`src/rtl/uart_rx.sv`:
```
// rtl/uart_rx.sv - 8N1 UART receiver with mid-bit sampling and a ready/clear handshake
//
// Purpose:
//    Receives 1 start bit, 8 data bits (LSB first) and 1 stop bit from an
//    asynchronous serial line. The line is synchronized through two flops,
//    a falling edge starts a frame, and every bit is sampled near its middle
//    using a down-counting baud counter.
//
// Optional feature:
//    UART_RX_FRAME_ERR_EN - when defined, a low stop bit drops the byte and
//    pulses frame_err for one cycle. When undefined, frame_err is tied low
//    and the stop bit is not checked.
//
// Parameters:
//    BAUD_CNT   clk cycles per bit (4 .. 65535)
//
// Ports:
//    clk        system clock, rising edge
//    rst        synchronous active-high reset
//    RX         asynchronous serial input, idles high
//    clr_rdy    one-cycle strobe from the consumer, clears rdy
//    rx_data    most recently received good byte
//    rdy        high while rx_data holds an unconsumed byte
//    frame_err  one-cycle pulse on a bad stop bit (feature-dependent)

`timescale 1ns/1ps

module uart_rx #(
   parameter int BAUD_CNT = 2604
) (
   input  logic       clk,
   input  logic       rst,
   input  logic       RX,
   input  logic       clr_rdy,
   output logic [7:0] rx_data,
   output logic       rdy,
   output logic       frame_err
);

   // First reload lands the start-bit sample mid-bit; later reloads step one
   // full bit period (expiry itself is the extra cycle).
   localparam logic [15:0] HALF_CNT   = 16'(BAUD_CNT / 2);
   localparam logic [15:0] RELOAD_CNT = 16'(BAUD_CNT - 1);

   typedef enum logic [1:0] {
      IDLE  = 2'd0,
      START = 2'd1,
      DATA  = 2'd2,
      STOP  = 2'd3
   } state_t;

   state_t      state;
   state_t      state_nxt;

   logic        rx_meta;
   logic        rx_s;
   logic        rx_prev;
   logic [15:0] baud_cnt;
   logic [3:0]  bit_cnt;
   logic [7:0]  shift_reg;

   logic        expiry;
   logic        rx_fall;

   // Control strobes decoded from the FSM
   logic        start_frame;
   logic        start_ok;
   logic        sample_bit;
   logic        load_byte;

   assign expiry  = (baud_cnt == 16'd0);
   // Needs a high-then-low pair so a line stuck low never starts a frame.
   assign rx_fall = rx_prev & ~rx_s;

   // ------------------------------------------------------------------
   // Input synchronizer; rx_prev supplies the edge detector's history.
   // ------------------------------------------------------------------
   always_ff @(posedge clk) begin
      if (rst) begin
         rx_meta <= 1'b1;
         rx_s    <= 1'b1;
         rx_prev <= 1'b1;
      end else begin
         rx_meta <= RX;
         rx_s    <= rx_meta;
         rx_prev <= rx_s;
      end
   end

   // ------------------------------------------------------------------
   // FSM: state register
   // ------------------------------------------------------------------
   always_ff @(posedge clk) begin
      if (rst) begin
         state <= IDLE;
      end else begin
         state <= state_nxt;
      end
   end

   // ------------------------------------------------------------------
   // FSM: next-state logic
   // ------------------------------------------------------------------
   always_comb begin
      state_nxt = state;
      case (state)
         IDLE: begin
            if (rx_fall) begin
               state_nxt = START;
            end
         end
         START: begin
            // A line back high at mid start bit was a glitch.
            if (expiry) begin
               state_nxt = rx_s ? IDLE : DATA;
            end
         end
         DATA: begin
            if (expiry && (bit_cnt == 4'd7)) begin
               state_nxt = STOP;
            end
         end
         STOP: begin
            // Leaving at mid stop bit leaves half a bit of slack for the
            // next start edge in a back-to-back stream.
            if (expiry) begin
               state_nxt = IDLE;
            end
         end
         default: begin
            state_nxt = IDLE;
         end
      endcase
   end

   // ------------------------------------------------------------------
   // FSM: output decode
   // ------------------------------------------------------------------
   always_comb begin
      start_frame = 1'b0;
      start_ok    = 1'b0;
      sample_bit  = 1'b0;
      load_byte   = 1'b0;
      case (state)
         IDLE:  start_frame = rx_fall;
         START: start_ok    = expiry & ~rx_s;
         DATA:  sample_bit  = expiry;
`ifdef UART_RX_FRAME_ERR_EN
         STOP:  load_byte   = expiry & rx_s;
`else
         STOP:  load_byte   = expiry;
`endif
         default: begin
            start_frame = 1'b0;
         end
      endcase
   end

   // ------------------------------------------------------------------
   // Baud counter: loaded at the start edge, free-runs while in a frame.
   // ------------------------------------------------------------------
   always_ff @(posedge clk) begin
      if (rst) begin
         baud_cnt <= 16'd0;
      end else if (start_frame) begin
         baud_cnt <= HALF_CNT;
      end else if (state != IDLE) begin
         if (expiry) begin
            baud_cnt <= RELOAD_CNT;
         end else begin
            baud_cnt <= baud_cnt - 16'd1;
         end
      end
   end

   // ------------------------------------------------------------------
   // Bit counter and shift register (LSB arrives first, shifts right).
   // ------------------------------------------------------------------
   always_ff @(posedge clk) begin
      if (rst) begin
         bit_cnt   <= 4'd0;
         shift_reg <= 8'h00;
      end else if (start_ok) begin
         bit_cnt <= 4'd0;
      end else if (sample_bit) begin
         bit_cnt   <= bit_cnt + 4'd1;
         shift_reg <= {rx_s, shift_reg[7:1]};
      end
   end

   // ------------------------------------------------------------------
   // Output byte and ready flag. A completing frame beats a coincident
   // clear so a byte is never lost to a late clr_rdy.
   // ------------------------------------------------------------------
   always_ff @(posedge clk) begin
      if (rst) begin
         rx_data <= 8'h00;
      end else if (load_byte) begin
         rx_data <= shift_reg;
      end
   end

   always_ff @(posedge clk) begin
      if (rst) begin
         rdy <= 1'b0;
      end else if (load_byte) begin
         rdy <= 1'b1;
      end else if (start_frame || clr_rdy) begin
         rdy <= 1'b0;
      end
   end

   // ------------------------------------------------------------------
   // Framing error pulse
   // ------------------------------------------------------------------
`ifdef UART_RX_FRAME_ERR_EN
   logic stop_bad;

   assign stop_bad = (state == STOP) & expiry & ~rx_s;

   always_ff @(posedge clk) begin
      if (rst) begin
         frame_err <= 1'b0;
      end else begin
         frame_err <= stop_bad;
      end
   end
`else
   assign frame_err = 1'b0;
`endif

endmodule

```
`config.mk`:
```
export PLATFORM = sky130hd
export DESIGN_NAME = uart_rx
export DESIGN_NICKNAME = d
export VERILOG_FILES = /design/src/rtl/uart_rx.sv
export SDC_FILE = /design/constraint.sdc
export NUM_CORES = 1
export LEC_CHECK = 0
export CORE_ASPECT_RATIO = 0.6
export CORE_MARGIN = 4
export CORE_UTILIZATION = 48
export DETAILED_ROUTE_END_ITERATION = 10
export DONT_BUFFER_PORTS = 1
export GPL_TIMING_DRIVEN = 0
export PLACE_DENSITY = 0.66
export SYNTH_ARGS = -nofsm -noshare
export SYNTH_HDL_FRONTEND = slang
export SYNTH_SLANG_ARGS = --single-unit
```
`constraint.sdc`:
```
create_clock -name clk -period 3.3 [get_ports clk]
set_input_delay 0.99 -clock clk [delete_from_list [all_inputs] [get_ports clk]]
set_output_delay 0.99 -clock clk [all_outputs]
set_load 0.02 [all_outputs]
```
==> run summary, run 1 <==
Route
- number of nets with antenna violations after detailed routing: 0
- count of unresolved DRC violations after routing: 0
- TritonRoute pass-1 iters: 4
- Starting DRT DRC Count: 182
- number of vias per cell after detailed routing: 6.00
- post-DR wirelength/cell: 15.1 um
- total number of vias: 1,687
- wire length reported by the detailed router: 4.23 mm

Cells and area
- share of layout cells above drive strength 1: 10.3%
- Layout Cells excl Fill: 281
- Final #Nets: 239
- area growth from synthesis to final layout: 8.47%
- number of flip-flops in the largest register: 16
- count of antenna diodes in the layout: 0
- final instance area: 2040 um2

Synthesis
- sequential fraction of the synthesis area: 44.8%
- post-synthesis instance area: 1880 um2
- most frequently used flop master after synthesis: sky130_fd_sc_hd__dfxtp_1
- Cells after Synth: 226
- library cell with the largest summed area after synthesis: sky130_fd_sc_hd__dfxtp_1
- Avg Synthesized Cell Area: 8.30 um2
- Post-Synthesis Net Count: 232
- Async SR Flop Fraction: 0%
- synthesis-stage register bit count: 42
- number of distinct library cell variants in the gate-level netlist after synthesis: 38
- share of the synthesized area in the top cell type: 44.8%
- cell with the most instances after synthesis: sky130_fd_sc_hd__dfxtp_1
- cell types occupying the most area after synthesis: sky130_fd_sc_hd__dfxtp_1, sky130_fd_sc_hd__a21oi_1, sky130_fd_sc_hd__o21ai_0
- Warnings, synthesis: 0
- number of synthesized flops with an enable pin: 0
- most common library cells after synthesis: sky130_fd_sc_hd__dfxtp_1, sky130_fd_sc_hd__a21oi_1, sky130_fd_sc_hd__o21ai_0

STA
- worst slew margin relative to its limit: 25.8%
- Slew Viols, Final: 0
- highest attainable clock frequency: 365 MHz
- Post-Route Setup TNS: 0 ns
- clock tree skew after final layout: 0.00718 ns
- setup repair after global routing missed its margin: false
- setup-violating endpoint count in the final report: 0
- portion of the clock cycle consumed by the worst path in the final layout: 83.1%
- Period minus WS final: 2.74 ns
- transition time at the pin with the least slew margin: 1.10 ns
- Hold Vio Cnt, Final: 0
- worst slack on hold paths: 0.415 ns

Status
- status: finished clean

Placement
- Final HPWL DP: 3.01 mm
- post-placement cell area: 1940 um2
- cell count after placement: 273
- total of buffers placed on input and output ports: 0
- final weighted congestion in routability-driven placement: 0.793

Worst setup path
- category of the most critical setup path: reg2reg
- cell family with the largest share of critical-path delay: simple AND/OR/NAND/NOR gates
- Worst Path Arrival: 2.98 ns
- Buf/Inv on CP: 2
- cell count along the critical path: 7
- delay of the slowest cell on the worst path: 0.85 ns
- Crit path required time: 3.53 ns
- Worst setup SP type: register
- critical path, cell by cell: inv_1, ha_1, or4b_2, nor4_1, buf_2, nand3_1, a21oi_1
- nature of the critical path endpoint: register
- count of cells along the worst register-to-register path: 7
- CP Max Fanout: 10
- CP max-delay cell: sky130_fd_sc_hd__nor4_1

Run
- max_cap viols: 0

Power
- Worst IR Drop VDD: 0.277 mV
- Static Leak: 0.659 nW
- power density over cell area: 575 nW/um2

GRT
- global-route total usage across every layer: 18.3%
- number of global-route vias before repair: 1,441
- initial antenna violation count: 0
- total gr overflow: 0
- maximum number of pins on one net before global-route repair: 16
- global-route wire length before repair: 7.26 mm

Floorplanning
- core footprint: 3720 um2
- number of placed I/O pins: 14
- Vert. Die Dim: 56.4 um
- Die Outline Area: 5010 um2
- Die Wd: 88.7 um
- Cell Rows: 17
- starting density of the core: 50.4%

CTS
- post-CTS sizing: 0
- post-CTS setup-driven buffer insertion count: 0
- number of hold buffers added after CTS: 0
- Clk pin slew, worst setup/hold paths: 0.09 ns
- CTS H-tree lvls: 2
- source-to-sink clock delay at the later pin of the worst-skew pair: 0.30 ns
- Sinks on Clock Net: 42
- number of buffers between clock root and the deepest sink: 2
- cell at the root of the clock tree: sky130_fd_sc_hd__clkbuf_8
- clock tree from TritonCTS: done
- TritonCTS Buffers: 5

Worst hold path
- hold depth: 1
- class of the tightest hold or removal check: reg2reg

## per-stage QoR
stage               setup slack (ns)  power, mW  utilization [%]
global placement               0.591      0.831             52.0
CTS                            0.551       1.18             54.5
detailed placement             0.570      0.829             52.0
finish                         0.557       1.17             54.7
global route                   0.339       1.23             54.7
floorplan                      0.924      0.759                -
## cells by family after synthesis
kind of cell	Yosys count	synth area share, %
and+or+nand+nor	80	24.3
other	1	0.200
buffers and inverters	24	5.60
adders and majority gates	2	1.33
xor gates and xnor gates	3	1.40
AOI/OAI and AO/OA	73	21.8
muxes	1	0.533
DFF	42	44.8
## layout make-up
class / instances / area [um2]
fillers: 368 / 1690
multi-input cells: 160 / 937
flip-flops and latches: 42 / 841
plain buffers: 17 / 78.8
clock buffers: 5 / 68.8
well taps: 47 / 58.8
inverters: 7 / 26.3
clock inverters: 3 / 25.0
## worst paths after layout
check,start,to,slack [ns]
worst max-delay path,baud_cnt[0]$_SDFFE_PP0N_,shift_reg[5]$_SDFFE_PP0P_,0.56
worst max register to register,baud_cnt[0]$_SDFFE_PP0N_,shift_reg[5]$_SDFFE_PP0P_,0.56
worst min register to register,rx_meta$_SDFF_PP1_,rx_s$_SDFF_PP1_,0.42
worst min-delay path,rx_meta$_SDFF_PP1_,rx_s$_SDFF_PP1_,0.42
## routing by layer
layer	part of all wire (%)	up-vias	global-route usage, %
met5	0	-	0
met4	0.40	0	4.31
met3	6.7	2	5.57
met2	39	56	22.8
met1	54	779	29.4
li1	-	850	-
## where the power goes
| group | switching [mW] | internal, mW |
|---|---|---|
| logic | 0.188 | 0.0901 |
| registers | 0.0197 | 0.526 |
| clock network | 0.193 | 0.153 |
| total | 0.401 | 0.769 |
## cells in the final DEF, fill, tap and decap left out, drive strengths merged, types with 2 or more instances in the layout
master and n:
a31oi 4, nand2 6, or3 13, nand3 19, nor2 9, xnor2 2
buf 5, inv 8, or2 5, o31ai 5, dfxtp 42, clkbuf 17
nor3 6, or4 8, a21oi 31, o21ai 26, ha 2, nor4 8
No activity file was read; power rests on OpenSTA's default activity.
==> run 2, diff against run 1 <==
--- a/config.mk
+++ b/config.mk
@@ -11,7 +11,7 @@
 export DETAILED_ROUTE_END_ITERATION = 10
 export DONT_BUFFER_PORTS = 1
 export GPL_TIMING_DRIVEN = 0
-export PLACE_DENSITY = 0.66
+export PLACE_DENSITY = 0.68
 export SYNTH_ARGS = -nofsm -noshare
 export SYNTH_HDL_FRONTEND = slang
 export SYNTH_SLANG_ARGS = --single-unit
==> constraint.sdc (replaced) <==
create_clock -name clk -period 2.2 [get_ports clk]
set_input_delay 0.66 -clock clk [delete_from_list [all_inputs] [get_ports clk]]
set_output_delay 0.66 -clock clk [all_outputs]
set_load 0.02 [all_outputs]
==> run 2 against run 1 <==
  * The flow now finishes with violations (negative setup slack)
  * First-iteration DRC count grew 4.4%
  * Sequential power grew 51%
  * Cell count grew 2.8%
  * Register-to-register slack lost 0.56 ns
  * Total power grew 67%
  * Clock power grew 53%
  * Clock-buffer cell count is the same
==> run summary, run 2 (synthesis results as in run 1) <==
Route
- number of vias per cell after detailed routing: 6.03
- Starting DRT DRC Count: 190
- total number of vias: 1,742
- TritonRoute pass-1 iters: 5
- number of nets with antenna violations after detailed routing: 0
- post-DR wirelength/cell: 16.3 um
- count of unresolved DRC violations after routing: 0
- wire length reported by the detailed router: 4.71 mm

Placement
- Final HPWL DP: 3.03 mm
- final weighted congestion in routability-driven placement: 0.839
- total of buffers placed on input and output ports: 0
- post-placement cell area: 1940 um2

GRT
- total gr overflow: 0
- global-route wire length before repair: 7.75 mm
- initial antenna violation count: 0
- maximum number of pins on one net before global-route repair: 16
- number of global-route vias before repair: 1,481
- global-route total usage across every layer: 19.9%

STA
- worst slew margin relative to its limit: 39.7%
- post-layout worst setup margin: -0.000690 ns
- Slew Viols, Final: 0
- setup repair after global routing missed its margin: true
- Hold Vio Cnt, Final: 0
- worst slack on hold paths: 0.420 ns
- setup-violating endpoint count in the final report: 1
- portion of the clock cycle consumed by the worst path in the final layout: 100%
- transition time at the pin with the least slew margin: 0.892 ns
- Period minus WS final: 2.20 ns
- clock tree skew after final layout: 0.00341 ns
- Post-Route Setup TNS: -0.000690 ns
- highest attainable clock frequency: 454 MHz

Cells and area
- count of antenna diodes in the layout: 0
- number of flip-flops in the largest register: 16
- share of layout cells above drive strength 1: 23.6%
- most common cell after layout, fill and taps aside: sky130_fd_sc_hd__dfxtp_1
- area growth from synthesis to final layout: 17.9%
- final instance area: 2210 um2
- FILL cells: 308
- Final #Nets: 247
- commonest non-fill, non-tap cells in the layout: sky130_fd_sc_hd__dfxtp_1, sky130_fd_sc_hd__a21oi_1, sky130_fd_sc_hd__nand3_1

Status
- failing checks: negative setup slack
- status: finished, violations left

Power
- Worst IR Drop VDD: 0.424 mV
- Static Leak: 0.727 nW
- power density over cell area: 885 nW/um2

CTS
- TritonCTS Buffers: 5
- number of hold buffers added after CTS: 0
- number of buffers between clock root and the deepest sink: 2
- Sinks on Clock Net: 42
- cell at the root of the clock tree: sky130_fd_sc_hd__clkbuf_8
- CTS H-tree lvls: 2
- clock tree from TritonCTS: done
- Clk pin slew, worst setup/hold paths: 0.09 ns
- source-to-sink clock delay at the later pin of the worst-skew pair: 0.31 ns

Floorplanning
- starting density of the core: 50.4%
- Die Wd: 88.7 um
- Cell Rows: 17
- number of placed I/O pins: 14
- Die Outline Area: 5010 um2
- Vert. Die Dim: 56.4 um
- core footprint: 3720 um2

Worst setup path
- Worst Path Arrival: 2.45 ns
- Most Frequent Cell on Critical Path: sky130_fd_sc_hd__or4_4
- category of the most critical setup path: reg2reg
- CP max-delay cell: sky130_fd_sc_hd__or4_4
- Crit path required time: 2.45 ns
- critical path, cell by cell: or4_4, or4_4, buf_8, or4_4, a21oi_2
- nature of the critical path endpoint: register
- CP Max Fanout: 8
- delay of the slowest cell on the worst path: 0.57 ns
- Worst setup SP type: register

Worst hold path
- class of the tightest hold or removal check: reg2reg

Run
- max_cap viols: 0

==> run 2: worst max-delay path, delay by kind of cell (launching register included) <==
family | cells | cell delay [ns]
flip-flops | 1 | 0.33
AND/OR/NAND/NOR | 3 | 1.54
buffers and inverters | 1 | 0.16
AO/OA/AOI/OAI | 1 | 0.11
==> run 2: report_power, final <==
group,leakage (nW),switching (mW),total (mW),internal (mW)
logic,0.339,0.346,0.601,0.255
registers,0.343,0.0344,0.825,0.791
clock network,0.0447,0.302,0.531,0.229
==> run 2: worst paths after layout <==
kind / endpoint / cells past startpoint / slack, ns / from
worst max-delay path: bit_cnt[3]$_SDFFE_PP0P_ / 5 / -0.0007 / baud_cnt[8]$_SDFFE_PP0P_
worst min-delay path: rx_s$_SDFF_PP1_ / 1 / 0.42 / rx_meta$_SDFF_PP1_
worst max register to register: bit_cnt[3]$_SDFFE_PP0P_ / 5 / -0.0007 / baud_cnt[8]$_SDFFE_PP0P_
worst min register to register: rx_s$_SDFF_PP1_ / 1 / 0.42 / rx_meta$_SDFF_PP1_
==> run 2: metal layers <==
layer	track usage [%]	wire length (um)	up-vias
met1	32.9	2530	815
li1	-	-	864
met2	23.9	1810	52
met5	0	0	-
met4	7.11	82	0
met3	4.40	282	11
==> run 2: stage by stage <==
| stage | instances | power [mW] | setup WS [ns] | util, % |
|---|---|---|---|---|
| detailed placement | 273 | 1.25 | -0.466 | 52.2 |
| CTS | 289 | 1.91 | -0.0663 | 58.1 |
| floorplan | 226 | 1.14 | -0.0361 | - |
| finish | 289 | 1.96 | -0.000690 | 59.4 |
| global placement | 273 | 1.25 | -0.492 | 52.2 |
| global route | 289 | 2.07 | -0.0582 | 59.4 |
==> run 2: repair_timing <==
action / in CTS / in global routing
gates resized for setup: 24 / 22
setup endpoints to repair: 36 / 34
pin swaps: 6 / 2
buffers inserted: 9 / 3
==> run 2: layout make-up <==
class,instances,area (um2),area share (%)
clock buffers,5,68.8,3.11
multi-input cells,160,1020,46.0
plain buffers,13,76.3,3.45
repair buffers,12,90.1,4.07
clock inverters,3,25.0,1.13
flip-flops and latches,42,850,38.4
well taps,47,58.8,2.66
inverters,7,26.3,1.19
